### src/rtl/h_read_master_pkg.sv
// Shared AHB/AXI encodings and FSM state type for the h_read_master read bridge.
package h_read_master_pkg;

   localparam logic [1:0] HTRANS_IDLE   = 2'b00;
   localparam logic [1:0] HTRANS_BUSY   = 2'b01;
   localparam logic [1:0] HTRANS_NONSEQ = 2'b10;
   localparam logic [1:0] HTRANS_SEQ    = 2'b11;

   localparam logic [2:0] HBURST_INCR   = 3'b001;

   localparam logic [1:0] RESP_OKAY     = 2'b00;
   localparam logic [1:0] RESP_SLVERR   = 2'b10;

   typedef enum logic [1:0] {
      ST_IDLE,
      ST_ADDR,
      ST_DATA,
      ST_HOLD
   } state_e;

endpackage

### src/rtl/h_rd_data_slice.sv
// R-channel holding register: captures one AHB beat and presents it until the AXI handshake.
module h_rd_data_slice
   import h_read_master_pkg::*;
#(
   parameter int DATA_W = 32,
   parameter int ID_W   = 4
) (
   input  logic              clk_i,
   input  logic              rst_ni,
   input  logic              load_i,
   input  logic              pop_i,
   input  logic [DATA_W-1:0] data_i,
   input  logic [1:0]        resp_i,
   input  logic              last_i,
   input  logic [ID_W-1:0]   id_i,
   output logic              r_valid_o,
   output logic [DATA_W-1:0] r_data_o,
   output logic [1:0]        r_resp_o,
   output logic              r_last_o,
   output logic [ID_W-1:0]   r_id_o
);

   logic              valid_q;
   logic [DATA_W-1:0] data_q;
   logic [1:0]        resp_q;
   logic              last_q;
   logic [ID_W-1:0]   id_q;

   always_ff @(posedge clk_i or negedge rst_ni) begin
      if (!rst_ni) begin
         valid_q <= 1'b0;
         data_q  <= '0;
         resp_q  <= RESP_OKAY;
         last_q  <= 1'b0;
         id_q    <= '0;
      end else if (load_i) begin
         valid_q <= 1'b1;
         data_q  <= data_i;
         resp_q  <= resp_i;
         last_q  <= last_i;
         id_q    <= id_i;
      end else if (pop_i) begin
         // r_last must drop with r_valid; data/resp/id simply persist
         valid_q <= 1'b0;
         last_q  <= 1'b0;
      end
   end

   assign r_valid_o = valid_q;
   assign r_data_o  = data_q;
   assign r_resp_o  = resp_q;
   assign r_last_o  = last_q;
   assign r_id_o    = id_q;

endmodule

### src/rtl/h_read_master.sv
// AXI read-address/read-data to AHB-Lite read master, one beat at a time, one burst outstanding.
// Optional macro H_READ_ERR_EN: forward hresp as SLVERR on the affected beat.
module h_read_master
   import h_read_master_pkg::*;
#(
   parameter int ADDR_W = 32,
   parameter int DATA_W = 32,
   parameter int ID_W   = 4
) (
   input  logic              clk,
   input  logic              resetn,
   input  logic              ar_valid,
   output logic              ar_ready,
   input  logic [ADDR_W-1:0] ar_addr,
   input  logic [3:0]        ar_len,
   input  logic [2:0]        ar_size,
   input  logic [ID_W-1:0]   ar_id,
   output logic [ADDR_W-1:0] haddr,
   output logic [1:0]        htrans,
   output logic [2:0]        hburst,
   output logic [2:0]        hsize,
   output logic              hwrite,
   input  logic [DATA_W-1:0] hrdata,
   input  logic              hready,
   input  logic              hresp,
   output logic              r_valid,
   input  logic              r_ready,
   output logic [DATA_W-1:0] r_data,
   output logic [1:0]        r_resp,
   output logic              r_last,
   output logic [ID_W-1:0]   r_id
);

   state_e            state_q;
   logic [ADDR_W-1:0] start_q;
   logic [ADDR_W-1:0] haddr_q;
   logic [ADDR_W-1:0] haddr_d;
   logic [3:0]        len_q;
   logic [3:0]        beat_q;
   logic [3:0]        beat_d;
   logic [2:0]        size_q;
   logic [ID_W-1:0]   id_q;
   logic [1:0]        htrans_q;
   logic              ar_ready_q;
   logic              beat_last;
   logic              load;
   logic              pop;
   logic [1:0]        resp_d;

   assign beat_last = (beat_q == len_q);
   assign beat_d    = beat_q + 4'd1;
   // Address of the following beat, wrapping modulo 2^ADDR_W
   assign haddr_d   = start_q + (ADDR_W'(beat_d) << size_q);
   assign load      = (state_q == ST_DATA) && hready;
   assign pop       = (state_q == ST_HOLD) && r_ready;

`ifdef H_READ_ERR_EN
   assign resp_d = hresp ? RESP_SLVERR : RESP_OKAY;
`else
   assign resp_d = RESP_OKAY;
   logic unused_hresp;
   assign unused_hresp = hresp;
`endif

   always_ff @(posedge clk or negedge resetn) begin
      if (!resetn) begin
         state_q    <= ST_IDLE;
         ar_ready_q <= 1'b1;
         start_q    <= '0;
         haddr_q    <= '0;
         len_q      <= '0;
         beat_q     <= '0;
         size_q     <= '0;
         id_q       <= '0;
         htrans_q   <= HTRANS_IDLE;
      end else begin
         case (state_q)
            ST_IDLE: begin
               if (ar_valid) begin
                  state_q    <= ST_ADDR;
                  ar_ready_q <= 1'b0;
                  start_q    <= ar_addr;
                  haddr_q    <= ar_addr;
                  len_q      <= ar_len;
                  size_q     <= ar_size;
                  id_q       <= ar_id;
                  beat_q     <= '0;
                  htrans_q   <= HTRANS_NONSEQ;
               end
            end
            ST_ADDR: begin
               if (hready) begin
                  state_q  <= ST_DATA;
                  htrans_q <= HTRANS_IDLE;
               end
            end
            ST_DATA: begin
               if (hready) begin
                  state_q  <= ST_HOLD;
                  htrans_q <= beat_last ? HTRANS_IDLE : HTRANS_BUSY;
               end
            end
            ST_HOLD: begin
               if (r_ready) begin
                  if (beat_last) begin
                     state_q    <= ST_IDLE;
                     ar_ready_q <= 1'b1;
                     htrans_q   <= HTRANS_IDLE;
                  end else begin
                     state_q  <= ST_ADDR;
                     beat_q   <= beat_d;
                     haddr_q  <= haddr_d;
                     htrans_q <= HTRANS_SEQ;
                  end
               end
            end
            default: state_q <= ST_IDLE;
         endcase
      end
   end

   assign ar_ready = ar_ready_q;
   assign haddr    = haddr_q;
   assign htrans   = htrans_q;
   assign hburst   = HBURST_INCR;
   assign hsize    = size_q;
   assign hwrite   = 1'b0;

   h_rd_data_slice #(
      .DATA_W (DATA_W),
      .ID_W   (ID_W)
   ) u_slice (
      .clk_i     (clk),
      .rst_ni    (resetn),
      .load_i    (load),
      .pop_i     (pop),
      .data_i    (hrdata),
      .resp_i    (resp_d),
      .last_i    (beat_last),
      .id_i      (id_q),
      .r_valid_o (r_valid),
      .r_data_o  (r_data),
      .r_resp_o  (r_resp),
      .r_last_o  (r_last),
      .r_id_o    (r_id)
   );

endmodule

### config.mk
export PLATFORM = sky130hd
export DESIGN_NAME = h_read_master
export DESIGN_NICKNAME = d
export VERILOG_FILES = /design/src/rtl/h_read_master_pkg.sv /design/src/rtl/h_rd_data_slice.sv /design/src/rtl/h_read_master.sv
export SDC_FILE = /design/constraint.sdc
export NUM_CORES = 1
export LEC_CHECK = 0
export BUFFER_PORTS_ARGS = -buffer_cell sky130_fd_sc_hd__buf_4
export CAP_MARGIN = 40
export CORE_UTILIZATION = 36
export CTS_CLUSTER_DIAMETER = 150
export DETAILED_ROUTE_END_ITERATION = 8
export GPL_TIMING_DRIVEN = 1
export PLACE_DENSITY_LB_ADDON = 0.05
export SYNTH_ARGS = -nofsm -noshare
export SYNTH_HDL_FRONTEND = slang
export SYNTH_SLANG_ARGS = --single-unit
### constraint.sdc
create_clock -name clk -period 4 [get_ports clk]
set_input_delay 0.8 -clock clk [delete_from_list [all_inputs] [get_ports clk]]
set_output_delay 0.8 -clock clk [all_outputs]
set_load 0.05 [all_outputs]
### Word-level counts from Yosys, hierarchy flattened

Index checks and enable logic that the tools add are counted.

| word-level totals | value |
|---|---|
| register bits | 122 |
| word-level logic and storage cells | 62 |
| bits of input ports | 81 |
| output and inout bits | 82 |

| operators by class | value |
|---|---|
| shift-type cells | 1 |
| $add $sub $neg | 2 |
| reductions and logical operators | 9 |
| multiplexer cells | 27 |
| equal/unequal tests | 10 |

Operators with widths:

| operator | count |
|---|---|
| $mux W32 | 3 |
| $pmux W32 S2 | 1 |
| $add A32 B32 Y32 | 1 |
| $shl A4 B3 Y32 | 1 |
| $mux W2 | 9 |
| $pmux W2 S4 | 2 |
| $mux W4 | 3 |
| $reduce_and A4 Y1 | 3 |
| $ne A2 B2 Y1 const B | 5 |
| $pmux W4 S2 | 1 |
| $mux W1 | 7 |
| $add A4 B1 Y4 const B | 1 |
| $eq A2 B2 Y1 const B | 2 |
| $eq A4 B4 Y1 | 1 |
| $reduce_bool A2 Y1 | 2 |
| $eq A2 B1 Y1 const B | 1 |
| $logic_and A1 B1 Y1 | 2 |
| $logic_not A2 Y1 | 1 |
| $ne A2 B1 Y1 const B | 1 |
| $pmux W1 S2 | 1 |
| $reduce_and A2 Y1 | 1 |

### Depth between registers and ports, before layout

| logic depth | value |
|---|---|
| depth in word-level cells | 6 |
| mapped depth | 15 |
| mapped depth without buffers | 15 |

### By module

Synthesis repeated with hierarchy kept, for this count alone.

| unflattened totals | value |
|---|---|
| cell total of the unflattened synthesis | 553 |
| area total of the unflattened synthesis | 6414.9 um^2 |

By module, submodules not included:

| module | cells each | area an instance (um^2) | times used | seq. area each (um^2) |
|---|---|---|---|---|
| h_read_master | 466 | 4737.0 | 1 | 2103.3 |
| h_rd_data_slice | 87 | 1677.9 | 1 | 1001.0 |

### Worst setup path before layout

No wires, ideal clock.

| path | value |
|---|---|
| path type | reg-to-reg |
| from | register size_q[0] (netlist: hsize[0]) |
| to | register haddr_q[29] (netlist: haddr[29]) |
| data required time | 3862 ps |
| period minus slack after synthesis | 3274 ps |
| data arrival time | 3136 ps |
| buffers on the path | 1 |
| setup slack | 726 ps |
| stages on the path, launching flop included | 14 |
| library setup time | 138 ps |
| cell sequence | dfrtp_1 clkbuf_1 nand2_1 o21ai_0 mux2i_1 and2_1 ha_1 a21o_1 a21oi_1 a21oi_1 o41ai_4 nor2_1 mux2i_1 o22ai_1 |

| between the ends | value |
|---|---|
| word-level cells in the longest chain between the ends | 5 |

Ends and longest elaborated chain:

| element | RTL line | RTL |
|---|---|---|
| start: declaration | h_read_master.sv:41 | `logic [2:0] size_q;` |
| start signal: assignment | h_read_master.sv:85 | `size_q <= ar_size;` |
| $shl A4 B3 Y32 | h_read_master.sv:53 | `assign haddr_d = start_q + (ADDR_W'(beat_d) << size_q);` |
| $add A32 B32 Y32 | h_read_master.sv:53 |  |
| $mux W32 | h_read_master.sv:105 | `if (beat_last) begin` |
| $mux W32 | h_read_master.sv:104 | `if (r_ready) begin` |
| $pmux W32 S2 | h_read_master.sv:77 | `case (state_q)` |
| end signal: assignment | h_read_master.sv:83 | `haddr_q <= ar_addr;` |
| end signal: assignment | h_read_master.sv:112 | `haddr_q <= haddr_d;` |
| end: declaration | h_read_master.sv:36 | `logic [ADDR_W-1:0] haddr_q;` |

No other way between the ends. The select of a mux whose other input is x is not followed.
A chain may end at the register's enable or synchronous reset.

### Worst setup path in the final report

| path | value |
|---|---|
| from | register beat_q[0] |
| to | register haddr_q[21] (netlist: haddr[21]) |

| between the ends | value |
|---|---|
| word-level cells in the longest chain between the ends | 6 |
| elaborated cells between the ends (all ways) | 9 |
| those cells by class | add/sub: 2; eq/ne: 2; shift: 1; mux: 3; reduce/logical: 1 |

Ends and longest elaborated chain:

| element | RTL line | RTL |
|---|---|---|
| start: declaration | h_read_master.sv:39 | `logic [3:0] beat_q;` |
| start signal: assignment | h_read_master.sv:111 | `beat_q <= beat_d;` |
| $add A4 B1 Y4 | h_read_master.sv:51 | `assign beat_d = beat_q + 4'd1;` |
| $shl A4 B3 Y32 | h_read_master.sv:53 |  |
| $add A32 B32 Y32 | h_read_master.sv:53 |  |
| $mux W32 | h_read_master.sv:105 |  |
| $mux W32 | h_read_master.sv:104 |  |
| $pmux W32 S2 | h_read_master.sv:77 |  |

Parallel ways exist; a longest one is shown, timed or not. The select of a mux whose other input is x is not followed.

==> impl_metrics.json <==
{
  "crit_start": "beat_q[0]",
  "path_max_fanout": 10,
  "grt_first_pass_wirelength_um": 25100,
  "routed_via_density": 4.95,
  "synth_fa_ha_area_share_pct": 3.63,
  "yosys-top-cells-area": "dfrtp_1 (50%), mux2_2 (15%), xnor2_1 (4.3%)",
  "status": "completed",
  "cap_violations": 0,
  "start_util_pct": 36.7,
  "power_density_nw_per_um2": 1040,
  "hold_viol": 0,
  "pwr-share-clk_pct": 18.1,
  "synthMuxAreaShare_pct": 16.0,
  "endpoint": "haddr[21]",
  "rr_startpoint": "beat_q[0]",
  "ys.flop_type": "dfrtp_1",
  "async_reset_ff_share_pct": 100,
  "pwr-share-comb_pct": 54.1,
  "clock-sinks": 122,
  "clk_latency_ns": 0.41,
  "synth_edf_count": 0,
  "netSwitchingFraction_pct": 46.3,
  "placedCellCount": 910,
  "die_area_um2": 17400,
  "pre_cts_slack_ns": 0.380,
  "tns_ns": 0,
  "drt_iter0_drc": 240,
  "ctsHoldBuffers": 0,
  "cts_resized": 0,
  "intPower_mw": 4.50,
  "vias": 4667,
  "cts_root_buf": "clkbuf_16",
  "drive_gt1_share_pct": 40.3,
  "synth-xor-area-share_pct": 4.76,
  "worst-setup-path-type": "reg2reg",
  "die_h_um": 132,
  "postCtsSetupRepairBufs": 0,
  "numCtsBuffers": 17,
  "ys_seq_area_share_pct": 50.3,
  "crit_arrival_ns": 3.92,
  "final_cell_mix": "buf_4 (168), dfrtp_1 (121), mux2_2 (80), nand2_1 (43), nor2_1 (41)",
  "first_global_vias": 4903,
  "timing.final.ws_setup_ns": 0.385,
  "synth_top_area_cell": "dfrtp_1",
  "setup_viol_count_final": 0,
  "start_kind": "register",
  "reg2reg_depth": 15,
  "placed_cell_area_um2": 7500,
  "final_cell_area_um2": 8090,
  "setup.worst_path.end_class": "register",
  "synth_top_family_by_area": "multiplexers",
  "hpwlAfterDp_um": 10300,
  "fmax_mhz": 277,
  "crit_required_ns": 4.31,
  "synth_area_um2": 6070,
  "drc": 0,
  "synth_top_area_share_pct": 49.9,
  "grt-ovfl-total": 0,
  "grt_max_degree": 53,
  "synth.distinct_cells": 52,
  "synth-compound-area-share_pct": 11.6,
  "p_seq_share_pct": 27.7,
  "cts.clk_slew.worst_paths_ns": 0.06,
  "grtUsageTotal_pct": 18.3,
  "final_common_cell": "buf_4",
  "ios": 163,
  "ff2ff_setup_slack_ns": 0.38,
  "num_rows": 47,
  "leakage_nw": 3.64,
  "post-route-period-util_pct": 90.4,
  "clockBufferDepth": 2,
  "diodes": 0,
  "synthCells": 549,
  "synth_simple_gate_area_share_pct": 10.8,
  "yosys_warnings": 0,
  "rsz0062_at_grt": "false",
  "routabilityCongestion": 0.806,
  "wl_per_cell_um": 15.9,
  "layout.nets": 807,
  "worst_r2r_endpoint": "haddr[21]",
  "wirelength_um": 14900,
  "drtAntennaViolNets": 0,
  "tightestPinTransition_ns": 0.835,
  "die_x_um": 132,
  "port_buffers": 155,
  "clock_skew_ns": 0.00673,
  "areaGrowthSynthToFinish_pct": 33.3,
  "hp-class": "in2async",
  "grt_antenna_before_repair": 0,
  "period_minus_slack_ns": 3.62,
  "syn_avg_cell_area_um2": 11.1,
  "post-route-util_pct": 49.0,
  "htree_levels": 4,
  "cts_tree": "yes",
  "firstDrtPassIters": 6,
  "ys_seq_elements": 122,
  "power.switching_mw": 3.88,
  "coreArea_um2": 16500,
  "ir_drop_v": 0.000489,
  "finalMaxSlewViolations": 0,
  "max_slew_margin_pct": 44.2,
  "instances_no_fill": 942
}
==> per-layer routing <==
| layer | track usage, % | wire length [µm] | part of all wire, % |
|---|---|---|---|
| met5 | 0 | 0 | 0 |
| met4 | 5.43 | 123 | 0.82 |
| met3 | 6.15 | 1000 | 6.7 |
| met2 | 29.9 | 7130 | 48 |
| met1 | 22.9 | 6670 | 45 |
==> cell usage after synthesis, drive strengths merged, types with 6 or more instances <==
cell,instances
nor4,6
mux2,80
and3,9
nor3,6
o22ai,15
inv,7
mux2i,7
xnor2,30
nor2b,6
clkbuf,19
ha,16
o21ai,30
nand2,44
a21oi,41
buf,13
nor2,41
dfrtp,121
==> worst max-delay path, cell delays in order (launching register included) <==
cell	delay, ns
dfrtp_1	0.50
ha_1	0.30
xnor2_1	0.25
nand2_1	0.07
o21ai_0	0.15
mux2i_1	0.13
and2_1	0.18
ha_1	0.34
a21o_1	0.20
a21oi_1	0.19
a21oi_1	0.16
o41ai_4	0.41
buf_4	0.22
nor2_1	0.07
xnor2_1	0.13
o21ai_0	0.19
==> cells by family (layout without fill, tap and decap cells) <==
logic type | Yosys count | after routing
buffers and inverters | 39 | 208
AOI/OAI and AO/OA | 116 | 116
and+or+nand+nor | 133 | 133
other | 2 | 6
xor gates and xnor gates | 33 | 33
adders and majority gates | 17 | 17
DFF | 122 | 122
muxes | 87 | 87
==> worst min-delay path by stage <==
stage / slack, ns / from / to / cells after the start
floorplan: 0.47 / id_q[0] / u_slice.r_id_o[0] / 1
detailed placement: 0.47 / haddr[5] / haddr[5] / 2
global route: 0.50 / resetn / start_q[4] / 1
finish: 0.43 / resetn / start_q[4] / 1
global placement: 0.46 / haddr[7] / haddr[7] / 2
CTS: 0.46 / resetn / start_q[4] / 1
==> layout make-up <==
| class | instances | area, µm² |
|---|---|---|
| inverter | 7 | 26.3 |
| fill | 1563 | 8430 |
| clock inverter | 13 | 146 |
| clock buffer | 19 | 443 |
| multi-input combinational | 392 | 2870 |
| timing repair buffer | 169 | 1280 |
| tap | 220 | 275 |
| sequential | 122 | 3050 |
==> registers in the layout (all words and copies together), names as in the netlist <==
| signal | count |
|---|---|
| beat_q | 4 |
| start_q | 32 |
| hsize | 3 |
| u_slice.r_data_o | 32 |
| haddr | 32 |
| htrans | 2 |
| len_q | 4 |
| u_slice.r_valid_o | 1 |
| u_slice.r_id_o | 4 |
| ar_ready | 1 |
| u_slice.r_last_o | 1 |
| id_q | 4 |
| state_q | 2 |
==> metrics by stage <==
step,hold WS (ns),power [mW]
after floorplan,0.475,5.59
after global placement,0.464,6.81
after detailed placement,0.474,6.90
after CTS,0.459,8.48
after global routing,0.499,8.95
final,0.433,8.38
==> power groups by stage <==
stage          registers, mW  clock network (mW)  logic [mW]
2_1_floorplan           3.55                   0        2.05
3_3_place_gp            2.32                   0        4.49
3_5_place_dp            2.34                   0        4.56
4_1_cts                 2.33                1.57        4.58
5_1_grt                 2.41                1.61        4.92
6_report                2.32                1.52        4.54
Power figures use the tool's default switching activity.
